`src/rtl/fetch_pkg.sv`:
```
// Shared types and constants for the instruction fetch stage.
package fetch_pkg;

  localparam int          INSTR_W     = 32;
  localparam logic [31:0] PC_INC      = 32'd4;
  localparam logic [31:0] PC_READ_OFS = 32'd8;

  typedef enum logic [1:0] {
    IDLE = 2'd0,
    WAIT = 2'd1,
    DROP = 2'd2
  } fetch_state_t;

  typedef struct packed {
    logic [31:0]        pc;
    logic [INSTR_W-1:0] instr;
  } fetch_entry_t;

endpackage

```
`src/rtl/fetch_unit_if.sv`:
```
// Fetch-stage bus: instruction memory port, decode handshake, branch redirect and state debug.
interface fetch_unit_if;
  import fetch_pkg::*;

  logic         imem_req;
  logic [31:0]  imem_addr;
  logic         imem_rvalid;
  logic [31:0]  imem_rdata;
  logic         instr_valid;
  logic         instr_ready;
  logic [31:0]  instr;
  logic [31:0]  instr_pc;
  logic [31:0]  pc_plus8;
  logic         pcsrc;
  logic [31:0]  branch_target;
  fetch_state_t dbg_state;

  // An instruction transfers on every cycle where instr_valid and instr_ready are both high;
  // once instr_valid rises, instr/instr_pc/pc_plus8 hold until that transfer or a pcsrc flush.
  modport master (
    output imem_req, imem_addr, instr_valid, instr, instr_pc, pc_plus8, dbg_state,
    input  imem_rvalid, imem_rdata, instr_ready, pcsrc, branch_target
  );

  modport slave (
    input  imem_req, imem_addr, instr_valid, instr, instr_pc, pc_plus8, dbg_state,
    output imem_rvalid, imem_rdata, instr_ready, pcsrc, branch_target
  );

endinterface

```
`src/rtl/fetch_fifo.sv`:
```
// Prefetch FIFO of {pc, instr} entries with registered storage; flush wins over push and pop.
module fetch_fifo
  import fetch_pkg::*;
#(
  parameter int DEPTH = 2
) (
  input  logic                   clk,
  input  logic                   reset,
  input  logic                   i_push,
  input  logic                   i_pop,
  input  logic                   i_flush,
  input  fetch_entry_t           i_wdata,
  output fetch_entry_t           o_head,
  output logic [$clog2(DEPTH):0] o_count,
  output logic                   o_empty,
  output logic                   o_full
);

  localparam int AW = $clog2(DEPTH);

  fetch_entry_t  r_mem [DEPTH];
  logic [AW-1:0] r_rd_ptr;
  logic [AW-1:0] r_wr_ptr;
  logic [AW:0]   r_count;
  logic          w_do_push;
  logic          w_do_pop;

  assign o_empty   = (r_count == '0);
  assign o_full    = (r_count == (AW+1)'(DEPTH));
  assign w_do_pop  = i_pop & ~o_empty;
  assign w_do_push = i_push & (~o_full | w_do_pop);
  assign o_head    = r_mem[r_rd_ptr];
  assign o_count   = r_count;

  always_ff @(posedge clk or negedge reset) begin
    if (!reset) begin
      r_rd_ptr <= '0;
      r_wr_ptr <= '0;
      r_count  <= '0;
      for (int i = 0; i < DEPTH; i++) r_mem[i] <= '0;
    end else if (i_flush) begin
      r_rd_ptr <= '0;
      r_wr_ptr <= '0;
      r_count  <= '0;
    end else begin
      if (w_do_push) begin
        r_mem[r_wr_ptr] <= i_wdata;
        r_wr_ptr        <= r_wr_ptr + AW'(1);
      end
      if (w_do_pop) r_rd_ptr <= r_rd_ptr + AW'(1);
      r_count <= r_count + (AW+1)'(w_do_push) - (AW+1)'(w_do_pop);
    end
  end

endmodule

```
`src/rtl/fetch_unit.sv`:
```
// Instruction fetch stage: owns the PC, keeps at most one imem request in flight and buffers
// responses for decode. Defining FETCH_PERF_EN adds saturating bubble and flush counters.
module fetch_unit
  import fetch_pkg::*;
#(
  parameter int          DEPTH    = 2,
  parameter logic [31:0] RESET_PC = 32'h0000_0000
) (
  input logic          clk,
  input logic          reset,
  fetch_unit_if.master bus
`ifdef FETCH_PERF_EN
  ,
  output logic [31:0]  perf_bubble_cnt,
  output logic [31:0]  perf_flush_cnt
`endif
);

  localparam int          CW      = $clog2(DEPTH) + 1;
  localparam logic [CW:0] L_DEPTH = (CW+1)'(DEPTH);

  fetch_state_t  r_state;
  logic [31:0]   r_pc;
  logic [31:0]   r_out_pc;
  fetch_entry_t  w_head;
  fetch_entry_t  w_wdata;
  logic [CW-1:0] w_count;
  logic [CW:0]   w_count_next;
  logic          w_empty;
  logic          w_full;
  logic          w_push;
  logic          w_pop;
  logic          w_room;
  logic          w_can_issue;
  logic          w_issue;

  // A redirect cancels both the pop and the push: everything fetched so far is younger.
  assign w_pop        = ~w_empty & bus.instr_ready & ~bus.pcsrc;
  assign w_push       = (r_state == WAIT) & bus.imem_rvalid & ~bus.pcsrc;
  assign w_count_next = {1'b0, w_count} + (CW+1)'(w_push) - (CW+1)'(w_pop);
  assign w_room       = w_push ? (w_count_next < L_DEPTH) : (~w_full | w_pop);
  assign w_can_issue  = (r_state == IDLE) | ((r_state == WAIT) & bus.imem_rvalid);
  assign w_issue      = reset & ~bus.pcsrc & w_can_issue & w_room;
  assign w_wdata      = '{pc: r_out_pc, instr: bus.imem_rdata};

  fetch_fifo #(.DEPTH(DEPTH)) u_fifo (
    .clk     (clk),
    .reset   (reset),
    .i_push  (w_push),
    .i_pop   (w_pop),
    .i_flush (bus.pcsrc),
    .i_wdata (w_wdata),
    .o_head  (w_head),
    .o_count (w_count),
    .o_empty (w_empty),
    .o_full  (w_full)
  );

  always_ff @(posedge clk or negedge reset) begin
    if (!reset) begin
      r_state  <= IDLE;
      r_pc     <= RESET_PC;
      r_out_pc <= '0;
    end else if (bus.pcsrc) begin
      r_pc <= {bus.branch_target[31:2], 2'b00};
      // A response arriving with the redirect is consumed here; otherwise DROP absorbs it later.
      if (r_state != IDLE) r_state <= bus.imem_rvalid ? IDLE : DROP;
    end else if (w_issue) begin
      r_state  <= WAIT;
      r_out_pc <= r_pc;
      r_pc     <= r_pc + PC_INC;
    end else if (bus.imem_rvalid) begin
      r_state <= IDLE;
    end
  end

  assign bus.imem_req    = w_issue;
  assign bus.imem_addr   = r_pc;
  assign bus.instr_valid = ~w_empty;
  assign bus.instr       = w_head.instr;
  assign bus.instr_pc    = w_head.pc;
  assign bus.pc_plus8    = w_head.pc + PC_READ_OFS;
  assign bus.dbg_state   = r_state;

`ifdef FETCH_PERF_EN
  always_ff @(posedge clk or negedge reset) begin
    if (!reset) begin
      perf_bubble_cnt <= '0;
      perf_flush_cnt  <= '0;
    end else begin
      if (bus.instr_ready & w_empty & (perf_bubble_cnt != '1))
        perf_bubble_cnt <= perf_bubble_cnt + 32'd1;
      if (bus.pcsrc & (perf_flush_cnt != '1))
        perf_flush_cnt <= perf_flush_cnt + 32'd1;
    end
  end
`endif

endmodule

```
`src/flat_wrapper.sv`:
```
// flat-port wrapper written by rule: the top's interface ports become plain ports
module fetch_unit_flat import fetch_pkg::*;
#(
  parameter int          DEPTH    = 2,
  parameter logic [31:0] RESET_PC = 32'h0000_0000
)
  (clk, reset, bus_imem_req, bus_imem_addr, bus_instr_valid, bus_instr, bus_instr_pc, bus_pc_plus8, bus_dbg_state, bus_imem_rvalid, bus_imem_rdata, bus_instr_ready, bus_pcsrc, bus_branch_target);
  fetch_unit_if bus_i ();
  input logic clk;
  input logic reset;
  output wire logic [$bits(bus_i.imem_req)-1:0] bus_imem_req;
  output wire logic [$bits(bus_i.imem_addr)-1:0] bus_imem_addr;
  output wire logic [$bits(bus_i.instr_valid)-1:0] bus_instr_valid;
  output wire logic [$bits(bus_i.instr)-1:0] bus_instr;
  output wire logic [$bits(bus_i.instr_pc)-1:0] bus_instr_pc;
  output wire logic [$bits(bus_i.pc_plus8)-1:0] bus_pc_plus8;
  output wire logic [$bits(bus_i.dbg_state)-1:0] bus_dbg_state;
  input wire logic [$bits(bus_i.imem_rvalid)-1:0] bus_imem_rvalid;
  input wire logic [$bits(bus_i.imem_rdata)-1:0] bus_imem_rdata;
  input wire logic [$bits(bus_i.instr_ready)-1:0] bus_instr_ready;
  input wire logic [$bits(bus_i.pcsrc)-1:0] bus_pcsrc;
  input wire logic [$bits(bus_i.branch_target)-1:0] bus_branch_target;
  assign bus_imem_req = bus_i.imem_req;
  assign bus_imem_addr = bus_i.imem_addr;
  assign bus_instr_valid = bus_i.instr_valid;
  assign bus_instr = bus_i.instr;
  assign bus_instr_pc = bus_i.instr_pc;
  assign bus_pc_plus8 = bus_i.pc_plus8;
  assign bus_dbg_state = bus_i.dbg_state;
  assign bus_i.imem_rvalid = bus_imem_rvalid;
  assign bus_i.imem_rdata = bus_imem_rdata;
  assign bus_i.instr_ready = bus_instr_ready;
  assign bus_i.pcsrc = bus_pcsrc;
  assign bus_i.branch_target = bus_branch_target;
  fetch_unit #(.DEPTH(DEPTH), .RESET_PC(RESET_PC)) u_core (.clk(clk), .reset(reset), .bus(bus_i));
endmodule
```
`config.mk`:
```
export PLATFORM = sky130hd
export DESIGN_NAME = fetch_unit_flat
export DESIGN_NICKNAME = d
export VERILOG_FILES = /design/src/rtl/fetch_pkg.sv /design/src/rtl/fetch_unit_if.sv /design/src/rtl/fetch_fifo.sv /design/src/rtl/fetch_unit.sv /design/src/flat_wrapper.sv
export SDC_FILE = /design/constraint.sdc
export NUM_CORES = 1
export LEC_CHECK = 0
export BUFFER_PORTS_ARGS = -buffer_cell sky130_fd_sc_hd__buf_4
export CORE_MARGIN = 3
export CORE_UTILIZATION = 45
export CTS_CLUSTER_SIZE = 40
export DETAILED_ROUTE_END_ITERATION = 12
export PLACE_DENSITY = 0.67
export SETUP_SLACK_MARGIN = 0.02
export SLEW_MARGIN = 20
export SYNTH_ARGS = -nofsm -noshare
export SYNTH_HDL_FRONTEND = slang
export SYNTH_SLANG_ARGS = --single-unit
```
`constraint.sdc`:
```
create_clock -name clk -period 7.6 [get_ports clk]
set_input_delay 0.38 -clock clk [delete_from_list [all_inputs] [get_ports clk]]
set_output_delay 0.38 -clock clk [all_outputs]
set_load 0.02 [all_outputs]
```
==> metrics.txt <==
R2R depth=12; slowest stage delay, CP=~0.70 ns; Critical Path Fanout Max=74; Power, Total=0.003732 W; sequential area share after synthesis=approximately half; Routed WL per cell=17.31 µm; Initial Util=46.35%; YS warnings=0; Ant. Diodes=0; starting DRC count in detailed routing=324; worst clock skew=about 0.012 ns; hold_buf cts=1; area delta synth->final=23.22%; complex-gate fraction of the synthesized area=between 7 and 8%; placed insts=1242; post-synth top area share=50.21%; CTS tree=done; FF-to-FF Start=u_core.u_fifo.o_count[1]; CP endpoint kind=output port; worst-margin pin slew=1.006 ns; Synth Area in Adders=0.7400%; synth cell count leaders=dfrtp_1, mux2_2, nand2_1, nand3_1, o21ai_0; Final ANT Viol Nets=0; post_cts resized=0; vias=6835; Tot GR Track Use=19.46%; setup_tns=0 ns; Top delay family on crit path=simple AND/OR/NAND/NOR gates; max cap viols=0; synthesized cell area=about 9500 µm²; Seq cells post-synth=190; clock slew at reported path FFs=0.06 ns; DR pass1 iterations=5; slowest CP cell=or3_4; # port buffers=192; status=completed; share of cells above drive strength 1=41.89%; vias in the first global route=6639; Startpoint Class=flip-flop; Die X=around 150 µm; global placer's final weighted congestion=0.8218; CTS sink count=190; RSZ-0062 raised after global routing=false; H-tree levels=4; critical path, cell by cell=or2_2, nand2_1, nor2_1, nor2b_1, o21ai_0, fa_1, xnor2_1, a21boi_2, or3_4, inv_2, buf_4; core box area=20430 µm²; setup slack, reg-to-reg=3.47 ns; total CTS buffers=17; Yosys cell types=60; Post-CTS Setup Bufs=0; die area=22820 µm²; dpl ws=3.418 ns; path type of the worst setup path=reg -> out; Mean Syn Cell Area=11.51 µm²; top cells by area, synth=dfrtp_1, mux2_2, nand2_1; share of synthesized registers carrying an async set or reset=100.0%; vias per cell=~5.4; Max Slew Vio Count=0; fin cells=about 1.3k; row count=52; area leader, netlist=dfrtp_1; clk root buf=clkbuf_16; max_slew headroom=32.93%; Highest Clock Rate=about 0.22 GHz; hpwl dp=around 15 mm; remaining global-route overflow=0; xor/xnor share of the synthesized area=2.775%; top-level I/O count=201; ys flop type=dfrtp_1; Remaining DRCs=0; first-pass GRT wire length=35.15 mm; post-synthesis mux area share=22.07%; Final Hold Viols=0; fin crit period=4.536 ns; crit path launch=u_core.u_fifo.o_count[1]; Setup Viol. Count Final=0; largest family of logic cells by synthesized area=multiplexers; Longest Clk Path Bufs=2; most frequent cell after synthesis=dfrtp_1; final wirelength=22.07 mm; worst setup margin=between 3 and 4 ns; Post-synth EDFFs=0; synthesized instance count=approximately 820; Crit path depth=11; Critical Path AT=4.16 ns; peak supply drop=0.1494 mV; Multi-input gate area=~4400 µm²; nets@finish=between 1k and 1.5k; LEAKAGE=5.606 nW; Clk Latency, worst-skew pair=0.43 ns; Final Cycle Share=about 60%; hold crit path type=in -> reg; pin count of the biggest net entering global routing=162; antenna violations before repair=0; simple-gate share of the synthesized area=13.13%; Layout fillers=~1.8k; PD cells=roughly 320 nW/µm²; reg2reg end=u_core.bus.imem_addr[7]; worst path bufs/invs=2; Die Y=151.1 µm; Crit path required time=7.22 ns; Reg area=4758 µm²; CP Capture Point=bus_imem_req
-- cell usage in the layout, fill, tap and decap left out, types with 3 or more instances in the layout --
cell        count
a21bo_2         5
a21boi_0        5
a21o_1          8
a21oi_1         5
a221o_1        12
a22oi_1         4
and2_1          5
and3_1          7
and4_1          3
buf_4         194
bufinv_16       3
clkbuf_16      17
clkbuf_8        3
clkinv_2        4
clkinvlp_4      4
conb_1          6
dfrtp_1       189
ha_1            4
inv_1          21
mux2_2        174
mux2i_1        13
nand2_1       107
nand3_1        23
nand3b_1        4
nand4_1        19
nand4b_1        6
nor2_1         21
nor2b_1         7
nor3_1          9
nor3b_1         4
nor4_1         13
o211ai_1        7
o21ai_0        24
o21ai_1         5
or2_2           4
or3_1           3
xnor2_1        17
xor2_1         13
-- cells by family (layout without fill, tap and decap cells) --
group                      Yosys count  in the layout
xor gates and xnor gates            30             30
and+or+nand+nor                    245            245
buffers and inverters               74            251
DFF                                190            190
AOI/OAI and AO/OA                   91             91
adders and majority gates            5              5
muxes                              187            187
other                                1              6
-- area by class of cell --
cell class                 count  share of cell area (%)
sequential                   190                   40.78
tap                          270                   2.895
multi-input combinational    564                   37.61
clock buffer                  21                   3.946
timing repair buffer         197                   12.86
inverter                      22                  0.7078
clock inverter                11                   1.201
-- registers in the layout (all words and copies together), names as in the netlist --
| name | count |
|---|---|
| u_core.u_fifo.o_count | 2 |
| u_core.u_fifo.r_rd_ptr | 1 |
| u_core.u_fifo.r_wr_ptr | 1 |
| u_core.bus.dbg_state | 2 |
| u_core.r_out_pc | 30 |
| u_core.u_fifo.r_mem | 124 |
| u_core.bus.imem_addr | 30 |
-- through the flow --
| step | util [%] | instance area [µm²] | hold WS, ns |
|---|---|---|---|
| 3_3_place_gp | 54.12 | 11060 | 0.2892 |
| 5_1_grt | 57.11 | 11670 | 0.09536 |
| 6_report | 57.11 | 11670 | 0.1145 |
| 2_1_floorplan | - | 9488 | 0.08441 |
| 4_1_cts | 57.11 | 11670 | 0.1010 |
| 3_5_place_dp | 54.12 | 11060 | 0.2894 |
-- layer usage --
layer  GRT usage, %  vias to the layer above  routed length, µm
met3          4.399                       11               1292
met4          3.626                        0                154
met2          29.09                      202               9711
met1          29.33                     3351              10910
met5              0                        -                  0
li1               -                     3271                  -
-- worst min path at each step --
stage,start,to,slack [ns],depth (start not counted)
3_3_place_gp,reset,u_core.u_fifo.r_mem[22],0.29,1
3_5_place_dp,reset,u_core.u_fifo.r_mem[22],0.29,1
2_1_floorplan,reset,u_core.bus.dbg_state[0],0.08,0
5_1_grt,bus_imem_rvalid,u_core.bus.dbg_state[1],0.1,2
4_1_cts,bus_imem_rvalid,u_core.bus.dbg_state[1],0.10,2
6_report,bus_imem_rvalid,u_core.bus.dbg_state[1],0.11,2
-- where the power goes --
part / internal [W] / switching, W
Combinational: 0.000658 / 0.000724
Clock: 0.000533 / 0.000374
Sequential: 0.00126 / 0.000186
Power figures use the tool's default switching activity.
